**config.mk**
```make
export PLATFORM = sky130hd
export DESIGN_NAME = interrupt_controller_flat
export DESIGN_NICKNAME = d
export VERILOG_FILES = /design/src/rtl/interrupt_controller_pkg.sv /design/src/rtl/interrupt_controller_if.sv /design/src/rtl/intif_prio_enc.sv /design/src/rtl/interrupt_controller.sv /design/src/flat_wrapper.sv
export SDC_FILE = /design/constraint.sdc
export NUM_CORES = 1
export LEC_CHECK = 0
export CORE_UTILIZATION = 35
export DETAILED_ROUTE_END_ITERATION = 8
export PLACE_DENSITY = 0.83
export SETUP_SLACK_MARGIN = 0.05
export SYNTH_ARGS = -nofsm -noshare
export SYNTH_HDL_FRONTEND = slang
export SYNTH_SLANG_ARGS = --single-unit
```
**constraint.sdc**
```tcl
create_clock -name clk -period 2.95 [get_ports clk]
set_clock_uncertainty 0.1 [all_clocks]
set_input_delay 0.59 -clock clk [delete_from_list [all_inputs] [get_ports clk]]
set_output_delay 0.59 -clock clk [all_outputs]
set_load 0.005 [all_outputs]
```
**src/rtl/interrupt_controller_pkg.sv**
```systemverilog
// +----------------------------------------------------------------------------+
// | interrupt_controller_pkg : shared types and constants for the interrupt    |
// | front end.                                     Revision: 1.0               |
// +----------------------------------------------------------------------------+
`default_nettype none

`ifndef REG_DATA_WIDTH
`define REG_DATA_WIDTH 32
`endif

package interrupt_controller_pkg;

  localparam int REG_DATA_WIDTH = `REG_DATA_WIDTH;
  localparam int MCAUSE_IRQ_BIT = REG_DATA_WIDTH - 1;

  typedef enum logic [0:0] {
    IDLE = 1'b0,
    BUSY = 1'b1
  } intif_state_t;

  typedef enum logic [7:0] {
    IRQ_M_SOFT  = 8'd3,
    IRQ_M_TIMER = 8'd7,
    IRQ_M_EXT   = 8'd11
  } riscv_interrupt_t;

  // Slice i belongs to source i: src0=external, src1=software, src2=timer.
  localparam logic [23:0] DEFAULT_CAUSE_CODE = {IRQ_M_TIMER, IRQ_M_SOFT, IRQ_M_EXT};

endpackage

`default_nettype wire

```
**src/rtl/interrupt_controller_if.sv**
```systemverilog
// +----------------------------------------------------------------------------+
// | interrupt_controller_if : source, csrfile and commit-side signals of the   |
// | interrupt front end.                           Revision: 1.0               |
// +----------------------------------------------------------------------------+
`default_nettype none

interface interrupt_controller_if #(
  parameter int NUM_SRC = 3
) ();
  import interrupt_controller_pkg::*;

  logic [NUM_SRC-1:0]        src_intif_req;
  logic [NUM_SRC-1:0]        intif_src_ack;
  logic [NUM_SRC-1:0]        csrf_intif_mie;
  logic                      csrf_intif_mstatus_mie;
  logic [NUM_SRC-1:0]        intif_csrf_pending;
  logic                      intif_commit_has_interrupt;
  logic [REG_DATA_WIDTH-1:0] intif_commit_mcause_data;
  logic [NUM_SRC-1:0]        intif_commit_claim;
  logic                      commit_intif_take;
  logic [NUM_SRC-1:0]        commit_intif_take_id;
  logic                      commit_intif_complete;
  logic                      intif_take_err;
  logic                      intif_in_service;
  logic [NUM_SRC-1:0]        intif_in_service_id;

  // Controller view.
  modport master (
    input  src_intif_req, csrf_intif_mie, csrf_intif_mstatus_mie,
           commit_intif_take, commit_intif_take_id, commit_intif_complete,
    output intif_src_ack, intif_csrf_pending, intif_commit_has_interrupt,
           intif_commit_mcause_data, intif_commit_claim, intif_take_err,
           intif_in_service, intif_in_service_id
  );

  // Sources / csrfile / commit view.
  modport slave (
    output src_intif_req, csrf_intif_mie, csrf_intif_mstatus_mie,
           commit_intif_take, commit_intif_take_id, commit_intif_complete,
    input  intif_src_ack, intif_csrf_pending, intif_commit_has_interrupt,
           intif_commit_mcause_data, intif_commit_claim, intif_take_err,
           intif_in_service, intif_in_service_id
  );

endinterface

`default_nettype wire

```
**src/rtl/intif_prio_enc.sv**
```systemverilog
// +----------------------------------------------------------------------------+
// | intif_prio_enc : lowest-index-wins one-hot priority encoder with binary    |
// | index output.                                  Revision: 1.0               |
// +----------------------------------------------------------------------------+
`default_nettype none

module intif_prio_enc #(
  parameter int N     = 3,
  parameter int IDX_W = (N > 1) ? $clog2(N) : 1
) (
  input  logic [N-1:0]     req,
  output logic [N-1:0]     onehot,
  output logic [IDX_W-1:0] idx,
  output logic             valid
);

  // Scan from the top so the lowest set index is the last one written.
  always_comb begin
    onehot = '0;
    idx    = '0;
    for (int i = N - 1; i >= 0; i--) begin
      if (req[i]) begin
        onehot    = '0;
        onehot[i] = 1'b1;
        idx       = IDX_W'(i);
      end
    end
  end

  assign valid = |req;

endmodule

`default_nettype wire

```
**src/rtl/interrupt_controller.sv**
```systemverilog
// +----------------------------------------------------------------------------+
// | interrupt_controller : level/edge pending latch, fixed-priority selection  |
// | and take/complete tracking. Optional INTIF_REQ_SYNC_EN adds a 2-flop       |
// | request synchroniser.                          Revision: 1.0               |
// +----------------------------------------------------------------------------+
`default_nettype none

module interrupt_controller
  import interrupt_controller_pkg::*;
#(
  parameter int                     NUM_SRC    = 3,
  parameter logic [NUM_SRC-1:0]     EDGE_MASK  = '0,
  parameter logic [NUM_SRC*8-1:0]   CAUSE_CODE = DEFAULT_CAUSE_CODE
) (
  input  logic                   clk,
  input  logic                   rst_n,
  interrupt_controller_if.master intif
);

  localparam int         IDX_W   = (NUM_SRC > 1) ? $clog2(NUM_SRC) : 1;
  localparam logic [0:0] ST_IDLE = IDLE;
  localparam logic [0:0] ST_BUSY = BUSY;

  logic [NUM_SRC-1:0]        req_s;
  logic [NUM_SRC-1:0]        req_prev_q, req_prev_d;
  logic [NUM_SRC-1:0]        pending_q, pending_d;
  logic [0:0]                state_q, state_d;
  logic [NUM_SRC-1:0]        in_service_id_q, in_service_id_d;
  logic [NUM_SRC-1:0]        ack_q, ack_d;
  logic                      take_err_q, take_err_d;

  logic [NUM_SRC-1:0]        eligible;
  logic [NUM_SRC-1:0]        claim;
  logic [IDX_W-1:0]          sel_idx;
  logic                      sel_valid;
  logic [REG_DATA_WIDTH-1:0] mcause;
  logic                      take_onehot;
  logic                      take_accept;
  logic [NUM_SRC-1:0]        take_clr;

`ifdef INTIF_REQ_SYNC_EN
  logic [NUM_SRC-1:0] sync1_q, sync2_q;

  always_ff @(posedge clk or negedge rst_n) begin
    if (!rst_n) begin
      sync1_q <= '0;
      sync2_q <= '0;
    end else begin
      sync1_q <= intif.src_intif_req;
      sync2_q <= sync1_q;
    end
  end

  assign req_s = sync2_q;
`else
  assign req_s = intif.src_intif_req;
`endif

  // Nothing is claimable while an interrupt is in service.
  assign eligible = pending_q
                  & intif.csrf_intif_mie
                  & {NUM_SRC{intif.csrf_intif_mstatus_mie}}
                  & {NUM_SRC{state_q == ST_IDLE}};

  intif_prio_enc #(
    .N     (NUM_SRC),
    .IDX_W (IDX_W)
  ) u_prio_enc (
    .req    (eligible),
    .onehot (claim),
    .idx    (sel_idx),
    .valid  (sel_valid)
  );

  always_comb begin
    mcause = '0;
    if (sel_valid) begin
      mcause[MCAUSE_IRQ_BIT] = 1'b1;
      mcause[7:0]            = CAUSE_CODE[int'(sel_idx)*8 +: 8];
    end
  end

  // A take must name exactly the source being claimed right now.
  assign take_onehot = (intif.commit_intif_take_id != '0) &&
                       ((intif.commit_intif_take_id &
                         (intif.commit_intif_take_id - NUM_SRC'(1))) == '0);
  assign take_accept = intif.commit_intif_take && take_onehot &&
                       (intif.commit_intif_take_id == claim);
  assign take_clr    = take_accept ? intif.commit_intif_take_id : '0;

  always_comb begin
    req_prev_d = req_s;
    pending_d  = '0;
    for (int i = 0; i < NUM_SRC; i++) begin
      if (EDGE_MASK[i]) begin
        // New edge beats a same-cycle clear so the event is not lost.
        pending_d[i] = (req_s[i] & ~req_prev_q[i]) | (pending_q[i] & ~take_clr[i]);
      end else begin
        pending_d[i] = req_s[i];
      end
    end
  end

  always_comb begin
    state_d         = state_q;
    in_service_id_d = in_service_id_q;
    if ((state_q == ST_BUSY) && intif.commit_intif_complete) begin
      state_d         = ST_IDLE;
      in_service_id_d = '0;
    end
    if (take_accept) begin
      state_d         = ST_BUSY;
      in_service_id_d = intif.commit_intif_take_id;
    end
    ack_d      = take_clr;
    take_err_d = intif.commit_intif_take && !take_accept;
  end

  always_ff @(posedge clk or negedge rst_n) begin
    if (!rst_n) begin
      req_prev_q      <= '0;
      pending_q       <= '0;
      state_q         <= ST_IDLE;
      in_service_id_q <= '0;
      ack_q           <= '0;
      take_err_q      <= 1'b0;
    end else begin
      req_prev_q      <= req_prev_d;
      pending_q       <= pending_d;
      state_q         <= state_d;
      in_service_id_q <= in_service_id_d;
      ack_q           <= ack_d;
      take_err_q      <= take_err_d;
    end
  end

  assign intif.intif_src_ack              = ack_q;
  assign intif.intif_csrf_pending         = pending_q;
  assign intif.intif_commit_has_interrupt = sel_valid;
  assign intif.intif_commit_mcause_data   = mcause;
  assign intif.intif_commit_claim         = claim;
  assign intif.intif_take_err             = take_err_q;
  assign intif.intif_in_service           = (state_q == ST_BUSY);
  assign intif.intif_in_service_id        = in_service_id_q;

endmodule

`default_nettype wire

```
**src/flat_wrapper.sv**
```systemverilog
// flat-port wrapper written by rule: the top's interface ports become plain ports
module interrupt_controller_flat import interrupt_controller_pkg::*;
#(
  parameter int                     NUM_SRC    = 3,
  parameter logic [NUM_SRC-1:0]     EDGE_MASK  = '0,
  parameter logic [NUM_SRC*8-1:0]   CAUSE_CODE = DEFAULT_CAUSE_CODE
)
  (clk, rst_n, intif_src_intif_req, intif_csrf_intif_mie, intif_csrf_intif_mstatus_mie, intif_commit_intif_take, intif_commit_intif_take_id, intif_commit_intif_complete, intif_intif_src_ack, intif_intif_csrf_pending, intif_intif_commit_has_interrupt, intif_intif_commit_mcause_data, intif_intif_commit_claim, intif_intif_take_err, intif_intif_in_service, intif_intif_in_service_id);
  interrupt_controller_if #(.NUM_SRC(NUM_SRC)) intif_i ();
  input  logic clk;
  input  logic rst_n;
  input wire logic [$bits(intif_i.src_intif_req)-1:0] intif_src_intif_req;
  input wire logic [$bits(intif_i.csrf_intif_mie)-1:0] intif_csrf_intif_mie;
  input wire logic [$bits(intif_i.csrf_intif_mstatus_mie)-1:0] intif_csrf_intif_mstatus_mie;
  input wire logic [$bits(intif_i.commit_intif_take)-1:0] intif_commit_intif_take;
  input wire logic [$bits(intif_i.commit_intif_take_id)-1:0] intif_commit_intif_take_id;
  input wire logic [$bits(intif_i.commit_intif_complete)-1:0] intif_commit_intif_complete;
  output wire logic [$bits(intif_i.intif_src_ack)-1:0] intif_intif_src_ack;
  output wire logic [$bits(intif_i.intif_csrf_pending)-1:0] intif_intif_csrf_pending;
  output wire logic [$bits(intif_i.intif_commit_has_interrupt)-1:0] intif_intif_commit_has_interrupt;
  output wire logic [$bits(intif_i.intif_commit_mcause_data)-1:0] intif_intif_commit_mcause_data;
  output wire logic [$bits(intif_i.intif_commit_claim)-1:0] intif_intif_commit_claim;
  output wire logic [$bits(intif_i.intif_take_err)-1:0] intif_intif_take_err;
  output wire logic [$bits(intif_i.intif_in_service)-1:0] intif_intif_in_service;
  output wire logic [$bits(intif_i.intif_in_service_id)-1:0] intif_intif_in_service_id;
  assign intif_i.src_intif_req = intif_src_intif_req;
  assign intif_i.csrf_intif_mie = intif_csrf_intif_mie;
  assign intif_i.csrf_intif_mstatus_mie = intif_csrf_intif_mstatus_mie;
  assign intif_i.commit_intif_take = intif_commit_intif_take;
  assign intif_i.commit_intif_take_id = intif_commit_intif_take_id;
  assign intif_i.commit_intif_complete = intif_commit_intif_complete;
  assign intif_intif_src_ack = intif_i.intif_src_ack;
  assign intif_intif_csrf_pending = intif_i.intif_csrf_pending;
  assign intif_intif_commit_has_interrupt = intif_i.intif_commit_has_interrupt;
  assign intif_intif_commit_mcause_data = intif_i.intif_commit_mcause_data;
  assign intif_intif_commit_claim = intif_i.intif_commit_claim;
  assign intif_intif_take_err = intif_i.intif_take_err;
  assign intif_intif_in_service = intif_i.intif_in_service;
  assign intif_intif_in_service_id = intif_i.intif_in_service_id;
  interrupt_controller #(.NUM_SRC(NUM_SRC), .EDGE_MASK(EDGE_MASK), .CAUSE_CODE(CAUSE_CODE)) u_core (.clk(clk), .rst_n(rst_n), .intif(intif_i));
endmodule
```
# Word-level counts from Yosys, hierarchy flattened
# Cells that the tools add are included.
dict set report totals {
  register_bits 11
  wordCells 36
  inputBits 14
}
dict set report classes {
  n_eq_ne 1
  add_sub_neg 1
  n_mux 13
  reduce_logical 10
  shift 1
  bitwise 5
}
# cell count
set op_table {}
lappend op_table {{variable part select 24 x 6 -> 8 bit (first input constant)} 1}
lappend op_table {{two-way mux 3 bit} 6}
lappend op_table {{bitwise AND 3 bit} 4}
lappend op_table {{two-way mux 8 bit} 1}
lappend op_table {{two-way mux 2 bit} 3}
lappend op_table {{logical AND 1 bit} 5}
lappend op_table {{equality test 3 bit} 1}
lappend op_table {{zero test 3 bit} 1}
lappend op_table {{two-way mux 1 bit} 3}
lappend op_table {{nonzero test 3 bit} 1}
lappend op_table {{OR reduction 3 bit} 1}
lappend op_table {{subtractor 3 x 1 -> 3 bit (second input constant)} 1}
lappend op_table {{nonzero test 2 bit} 1}
lappend op_table {{zero test 1 bit} 1}
lappend op_table {{inverter 1 bit} 1}

# Longest topological paths before layout
dict set report logic_depth {
  word_depth 10
  ltp_mapped 5
  ltp_nobuf 5
}

# Modules after synthesis
# A second synthesis with hierarchy kept.
dict set report hier_totals {
  cells_unflattened 75
  hier_area_um2 740.7
}
# module area_each_um2 cells_each n_inst seq_area_each_um2
set modules_own_cells {}
lappend modules_own_cells {interrupt_controller 698.2 69 1 275.3}
lappend modules_own_cells {intif_prio_enc 42.5 6 1 0.0}

# Worst setup path after synthesis
# OpenSTA, ideal clock, no wires.
dict set report synth_path {
  kind {in2reg}
  startpoint {in intif_commit_intif_take_id[0]}
  endpoint {reg u_core.in_service_id_q[0], in the netlist u_core.intif.intif_in_service_id[0]}
  t_arrival_ps 1708
  required_ps 2727
  n_path_buf 0
  cell_stages 5
  setup_time_ps 123
  slack_ps 1019
  cell_sequence {or3b_1 -> or4_4 -> o31ai_1 -> nand3_2 -> mux2i_1}
}
dict set report synth_via {
  elab_chain_len 7
  word_cells_on_any_way 10
  cone_classes {1 x add/sub; 1 x eq/ne; 1 x mux; 1 x bitwise; 6 x reduce/logical}
}
# element line_no
set synth_lines {}
lappend synth_lines {{from (decl)} flat_wrapper.sv:16} ;# input wire logic [$bits(intif_i.commit_intif_take_id)-1:0] intif_commit_intif_take_id;
lappend synth_lines {{subtractor 3 x 1 -> 3 bit} interrupt_controller.sv:86} ;# (intif.commit_intif_take_id - NUM_SRC'(1))) == '0);
lappend synth_lines {{bitwise AND 3 bit} interrupt_controller.sv:85} ;# ((intif.commit_intif_take_id &
lappend synth_lines {{zero test 3 bit} interrupt_controller.sv:85}
lappend synth_lines {{logical AND 1 bit} interrupt_controller.sv:84} ;# assign take_onehot = (intif.commit_intif_take_id != '0) &&
lappend synth_lines {{logical AND 1 bit (2 in a row)} interrupt_controller.sv:87} ;# assign take_accept = intif.commit_intif_take && take_onehot &&
lappend synth_lines {{two-way mux 3 bit / nonzero test 2 bit (equally long branches)} -}
lappend synth_lines {{to (signal assigned)} interrupt_controller.sv:131} ;# in_service_id_q <= in_service_id_d;
lappend synth_lines {{to (decl)} interrupt_controller.sv:28} ;# logic [NUM_SRC-1:0] in_service_id_q, in_service_id_d;
# Several ways; a longest one is shown, not always the timed one.
# A chain may end at the register's enable or synchronous reset.

# Worst setup path in the final report
dict set report layout_path {
  startpoint {in intif_csrf_intif_mie[0]}
  endpoint {out intif_intif_commit_mcause_data[2]}
}
dict set report layout_via {
  elab_chain_len 6
  word_cells_on_any_way 7
  cone_classes {1 x shift; 2 x mux; 3 x bitwise; 1 x reduce/logical}
}
# element line_no
set layout_lines {}
lappend layout_lines {{from (decl)} flat_wrapper.sv:13} ;# input wire logic [$bits(intif_i.csrf_intif_mie)-1:0] intif_csrf_intif_mie;
lappend layout_lines {{bitwise AND 3 bit (*)} interrupt_controller.sv:61} ;# & intif.csrf_intif_mie
lappend layout_lines {{bitwise AND 3 bit (*)} interrupt_controller.sv:62} ;# & {NUM_SRC{intif.csrf_intif_mstatus_mie}}
lappend layout_lines {{bitwise AND 3 bit (*)} interrupt_controller.sv:63} ;# & {NUM_SRC{state_q == ST_IDLE}};
lappend layout_lines {{two-way mux 2 bit} intif_prio_enc.sv:22} ;# if (req[i]) begin
lappend layout_lines {{variable part select 24 x 6 -> 8 bit} interrupt_controller.sv:79} ;# mcause[7:0] = CAUSE_CODE[int'(sel_idx)*8 +: 8];
lappend layout_lines {{two-way mux 8 bit (*)} interrupt_controller.sv:77} ;# if (sel_valid) begin
lappend layout_lines {{to (decl)} flat_wrapper.sv:21} ;# output wire logic [$bits(intif_i.intif_commit_mcause_data)-1:0] intif_intif_commit_mcause_data;
# Mark *: on every way between the ends. The rest lies on a longest branch, timed or not.

==> run_results.csv <==
group,metric,value,unit
run_status,status,"complete, no violations",
min_path,hold_path.class,"register to register",
yosys,synth-seq-cells,11,
grt,antenna_found_initial,0,
sta,tns,0,ns
sta,period_minus_slack,2.839,ns
cts,path_clk_slew,0.06,ns
grt,met1_usage,15.19,%
grt,grt_use_total,14.41,%
flow_run,drv_cap,0,
cts,ctsRootBufferMaster,"clkbuf_4",
detailed_routing,drt-wirelength-per-cell,10.94,um
placed_design,gp_congestion,0.7620,
sta,slew_viol_final,0,
sta,hold_violations,0,
yosys,synthCells,84,
floorplanning,core_area,2042,um^2
floorplanning,start_util,38.60,%
detailed_routing,ant_nets,0,
cts,numCtsBuffers,3,
power_and_ir_drop,power_density,354.6,nW/um^2
grt,grt_pass1_wl,2.649,mm
grt,met2_usage,26.26,%
sta,setup_viol,0,
critical_path,cp_slowest_cell,"clkdlybuf4s50_1",
sta,fmax,0.3522,GHz
grt,first_global_vias,600,
floorplanning,die_x,49.46,um
yosys,seq_area_frac_synth,34.92,%
cts,post_cts_buffers,0,
critical_path,crit_family,"buffers and inverters",
cts,cts_hold_buffers,0,
sta,grt_setup_unrepaired,"false",
yosys,yosys-top-cells-count,"buf_4, dfrtp_1, nand2_1",
yosys,synthArstFlopShare,100.0,%
critical_path,cp-start-kind,"input pin",
layout,final_cells,145,
cts,cts_tree,"built",
placed_design,dpl_cell_area,1032,um^2
yosys,yosys.area.top_type,"dfrtp_1",
critical_path,path_max_fanout,5,
power_and_ir_drop,power,377.1,uW
detailed_routing,first_pass_iters,4,
grt,grt-busiest-layer,"met2",
layout,diodes,0,
yosys,yosys.cell_types.count,28,
detailed_routing,vias_per_cell,4.297,
floorplanning,rows,16,
placed_design,dp_worst_setup_slack,0.04625,ns
critical_path,worst-setup-path-type,"input pin to output pin",
floorplanning,die_h,49.46,um
critical_path,arrival,2.15,ns
critical_path,crit_path_cell_trace,"clkdlybuf4s50_1, and2_1, nor4b_1, clkdlybuf4s50_1",
placed_design,placedCellCount,141,
detailed_routing,route.detailed.drc,0,
yosys,ys.flop_type,"dfrtp_1",
placed_design,port_buffers,33,
critical_path,crit_top_cell,"clkdlybuf4s50_1",
layout,layout-drive-gt1-share,8.475,%
critical_path,cp.required,2.26,ns
detailed_routing,drt-total-wl,1.587,mm
placed_design,dpl.hpwl,1.319,mm
critical_path,cp_num_buf_inv,2,
grt,grt_start_max_net_pins,12,
yosys,synth_edf_count,0,
cts,clock_latency,0.26,ns
yosys,yosysMostFrequentCell,"buf_4",
layout,nNetsFinal,133,
power_and_ir_drop,leakage,0.0005070,uW
cts,clock-sinks,11,
yosys,yosys_warnings,0,
critical_path,worstSetupEndpointType,"output pin",
power_and_ir_drop,vdd_ir_drop_max,0.2598,mV
critical_path,cp_slowest_stage_delay,0.57,ns
grt,grt_util_met3,3.395,%
floorplanning,pin_count,61,
layout,syn_to_final_growth,34.92,%
detailed_routing,drt_iter0_drc,9,
layout,fin_area,1064,um^2
cts,htreeDepth,1,
cts,cts.path.max_buffers,2,
yosys,netlist_area,788.3,um^2
yosys,synth_top_cells_by_area,"dfrtp_1, buf_4, mux2i_1, nand2_1, nor4b_4",
grt,globalRoute.totalOverflow,0,
yosys,synth_top_area_share,34.92,%
yosys,avgSynthCellArea,9.384,um^2
layout,nFillCells,188,
floorplanning,dieArea,2446,um^2
detailed_routing,vias,623,
sta,layout_setup_ws,0.1106,ns
sta,post-route-period-util,96.25,%
==> area by class of cell <==
type | instances | area (um^2) | share of cell area (%)
Multi-Input combinational cell | 64 | 371.6 | 34.94
Sequential cell | 11 | 275.3 | 25.88
Tap cell | 27 | 33.78 | 3.176
Inverter | 5 | 18.77 | 1.765
Timing Repair Buffer | 34 | 337.8 | 31.76
Clock buffer | 4 | 26.28 | 2.471
==> layout by cell type (no fill, tap or decap) <==
master	synthesis	final
conb_1	1	27
xnor2_1	1	1
a32oi_1	1	1
clkbuf_4	0	3
o22ai_2	1	1
and2b_1	1	1
nor4b_1	1	1
nor4b_4	1	1
and2_1	1	1
and3_1	1	1
a21oi_1	2	2
dfrtp_1	11	11
inv_1	5	5
nor2_1	4	4
clkdlybuf4s50_1	0	33
nand3_2	1	1
nand2b_2	1	1
or3b_1	1	1
mux2i_1	3	3
nor3_2	0	1
nand2_1	7	7
o31ai_1	1	1
a31oi_1	2	2
o21ai_0	1	1
clkbuf_1	0	1
buf_4	30	1
and4_1	1	1
nand4b_1	1	1
or4_4	1	1
o311ai_0	1	1
nor2b_1	1	1
==> power breakdown <==
group,internal [uW],switching [uW]
combinational,61.2,47.6
clock,52.3,46.0
sequential,163,7.14
total,276,101
==> stage by stage <==
stage                     util (%)  hold WS, ns
after floorplan                  -       0.1944
after global placement       50.55       0.4232
after detailed placement     50.55       0.4381
after CTS                    52.08       0.4540
after global routing         52.08       0.4726
final                        52.08       0.4458
==> what timing repair did <==
item	4_1_cts	5_1_grt
endpoints found under the hold margin	0	0
endpoints found under the setup margin	1	0
gates resized for setup	1	0
==> tightest hold or removal path: cells and delay by family (launching register included) <==
| family | cells | cell delay [ns] |
|---|---|---|
| flip-flops | 1 | 0.38 |
| AND/OR/NAND/NOR | 1 | 0.06 |
| multiplexers | 1 | 0.06 |
==> path summary, 6_finish.rpt <==
path                                                           from                             endpoint  slack, ns  cells past startpoint
worst max-delay path                        intif_csrf_intif_mie[0]    intif_intif_commit_mcause_data[2]       0.11                      4
worst max register to register        u_core.intif.intif_in_service        u_core.intif.intif_in_service       1.00                      5
worst min-delay path            u_core.intif.intif_in_service_id[1]  u_core.intif.intif_in_service_id[1]       0.45                      2
worst min register to register  u_core.intif.intif_in_service_id[1]  u_core.intif.intif_in_service_id[1]       0.45                      2
max in group asynchronous                                     rst_n  u_core.intif.intif_in_service_id[1]       1.90                      1
min in group asynchronous                                     rst_n        u_core.intif.intif_src_ack[2]       0.54                      1
==> per-layer routing <==
layer	part of all wire [%]	wire length [um]	vias up
met2	52	824	43
li1	-	-	292
met4	2.8	44	0
met3	7.1	112	5
met1	38	605	283
met5	0	0	-
==> logic make-up after synthesis <==
kind of cell | synth area share, %
buffers and inverters | 30.95
AO/OA/AOI/OAI | 8.254
multiplexers | 3.810
other | 0.4757
AND/OR/NAND/NOR | 20.48
flip-flops | 34.92
XOR/XNOR | 1.111
==> state kept, by name (all words and copies together), names as in the netlist <==
name and count:
u_core.intif.intif_csrf_pending 3, u_core.intif.intif_in_service 1, u_core.intif.intif_in_service_id 3, u_core.intif.intif_src_ack 3, u_core.intif.intif_take_err 1
No activity file was read; power rests on OpenSTA's default activity.
==> edit, RTL diff (same flow settings) <==
`REG_DATA_WIDTH`: 32 -> 64.
--- a/src/rtl/interrupt_controller_pkg.sv
+++ b/src/rtl/interrupt_controller_pkg.sv
@@ -7,3 +7,3 @@
 `ifndef REG_DATA_WIDTH
-`define REG_DATA_WIDTH 32
+`define REG_DATA_WIDTH 64
 `endif
Interface: changed (resized intif_intif_commit_mcause_data); port bits go from 61 to 93. No check against the original RTL was run, so the function may have changed too.
==> edit against the original RTL <==
- total power rose by 3.2%
- critical path type unchanged
- wire length rose by 8.3%
- area after synthesis rose by 30%
- worst setup slack improved by 0.0080 ns
- largest cell class unchanged
- global-route usage fell by 3.0 points
- register-to-register slack improved by 0.06 ns
- final area rose by 12%
- cell count rose by 25%
- sequential cell count did not move
==> edit: results (changes against the original RTL) <==
Yosys
The XOR/XNOR share of the synthesized area is 0.852% (was 1.11%). The complex-gate fraction of the synthesized area is 6.33% (was 8.25%). The cell area after synthesis was 1030 um^2 (was 788 um^2). Top cells by count, synth: sky130_fd_sc_hd__buf_4, sky130_fd_sc_hd__dfrtp_1, sky130_fd_sc_hd__nand2_1 (unchanged). The post-synthesis cell count is 116 (was 84). The sequential element share of the synthesized area was 26.8% (was 34.9%). Top area cells in the synthesized netlist: sky130_fd_sc_hd__buf_4, sky130_fd_sc_hd__dfrtp_1, sky130_fd_sc_hd__mux2i_1, sky130_fd_sc_hd__nand2_1, sky130_fd_sc_hd__nor4b_4 (was sky130_fd_sc_hd__dfrtp_1, sky130_fd_sc_hd__buf_4, sky130_fd_sc_hd__mux2i_1, sky130_fd_sc_hd__nand2_1, sky130_fd_sc_hd__nor4b_4). The share of synthesized area spent on multiplexers is 2.92% (was 3.81%).

Place
The area of placed instances came to 1160 um^2 (was 1030 um^2). The post-place setup slack is 0.128 ns (was 0.0462 ns). The detailed placement HPWL is 1480 um (was 1320 um).

Global route
The global router's overall resource usage came to 11.4% (was 14.4%). The wire length of the first global-routing pass is 2680 um (was 2650 um). The number of global-route vias before repair is 593 (was 600).

Finish
The fraction of layout instances using a drive strength above 1 is 7.33% (was 8.47%). The final net count came to 165 (was 133).

Power
The leakage power is 0.613 nW (was 0.507 nW). The maximum VDD drop is 0.239 mV (was 0.260 mV).

Routing
The via density per instance is 3.85 (was 4.30). The aggregate routed wire length is 1720 um (was 1590 um). The detailed route wirelength on metal3 is 196 um (was 112 um).

The routed wire length on met2 is 826 um (was 824 um). The routed length on met1 is 657 um (was 605 um). The starting DRC count in detailed routing was 10 (was 9).

Status
Outcome: finished clean (unchanged).
==> edit: changes by cell type after synthesis <==
cell,before,now
sky130_fd_sc_hd__buf_4,30,62
==> edit: power breakdown <==
group | total, mW | internal [mW] | leakage [nW] | switching, mW
sequential | 0.170 | 0.163 | 0.142 | 0.00678
clock | 0.100 | 0.0502 | 0.0177 | 0.0501
combinational | 0.119 | 0.0613 | 0.454 | 0.0582
total | 0.389 | 0.274 | 0.613 | 0.115
==> edit: worst register-to-register path: cells and delay by family, from the launching register on <==
family             cells  cell delay, ns
and+or+nand+nor        4            1.09
AOI/OAI and AO/OA      1            0.21
DFF                    1            0.42
==> edit: what timing repair did <==
item / in CTS / in global routing
hold endpoints to repair: 0 / 0
buffers inserted: 0 / 0
endpoints found under the setup margin: 0 / 1
resized for setup: 0 / 1
==> edit: area by class of cell <==
type                    count  area, um^2
multi-input cells          96         492
clock inverters             1        5.00
repair buffers             34         338
well taps                  31        38.8
inverters                   5        18.8
clock buffers               3        22.5
fillers                   273        1590
flip-flops and latches     11         275
==> edit: path summary, 6_finish.rpt <==
| kind | startpoint | endpoint | slack (ns) | cells past startpoint |
|---|---|---|---|---|
| setup / recovery | intif_csrf_intif_mie[0] | intif_intif_commit_mcause_data[2] | 0.12 | 4 |
| hold reg to reg | u_core.intif.intif_in_service_id[1] | u_core.intif.intif_in_service_id[1] | 0.44 | 2 |
| hold / removal | u_core.intif.intif_in_service_id[1] | u_core.intif.intif_in_service_id[1] | 0.44 | 2 |
| max in group asynchronous | rst_n | u_core.intif.intif_src_ack[0] | 1.89 | 1 |
| min in group asynchronous | rst_n | u_core.intif.intif_in_service | 0.54 | 1 |
| setup reg to reg | u_core.intif.intif_in_service | u_core.intif.intif_src_ack[1] | 1.06 | 5 |
==> edit: kinds of logic after synthesis <==
group | count (synthesis)
flip-flops | 11
buffers and inverters | 67
AND/OR/NAND/NOR | 24
XOR/XNOR | 1
multiplexers | 3
AO/OA/AOI/OAI | 9
other | 1
==> edit: metal layers <==
metal,track usage [%],vias up
li1,-,325
met1,12.2,314
met2,17.7,54
met3,6.74,4
met4,5.92,0
met5,0,-
==> edit: per-stage QoR <==
step	hold WS [ns]	util, %
CTS	0.447	42.6
finish	0.440	42.8
global placement	0.429	41.6
floorplan	0.194	-
detailed placement	0.436	41.6
global route	0.487	42.8
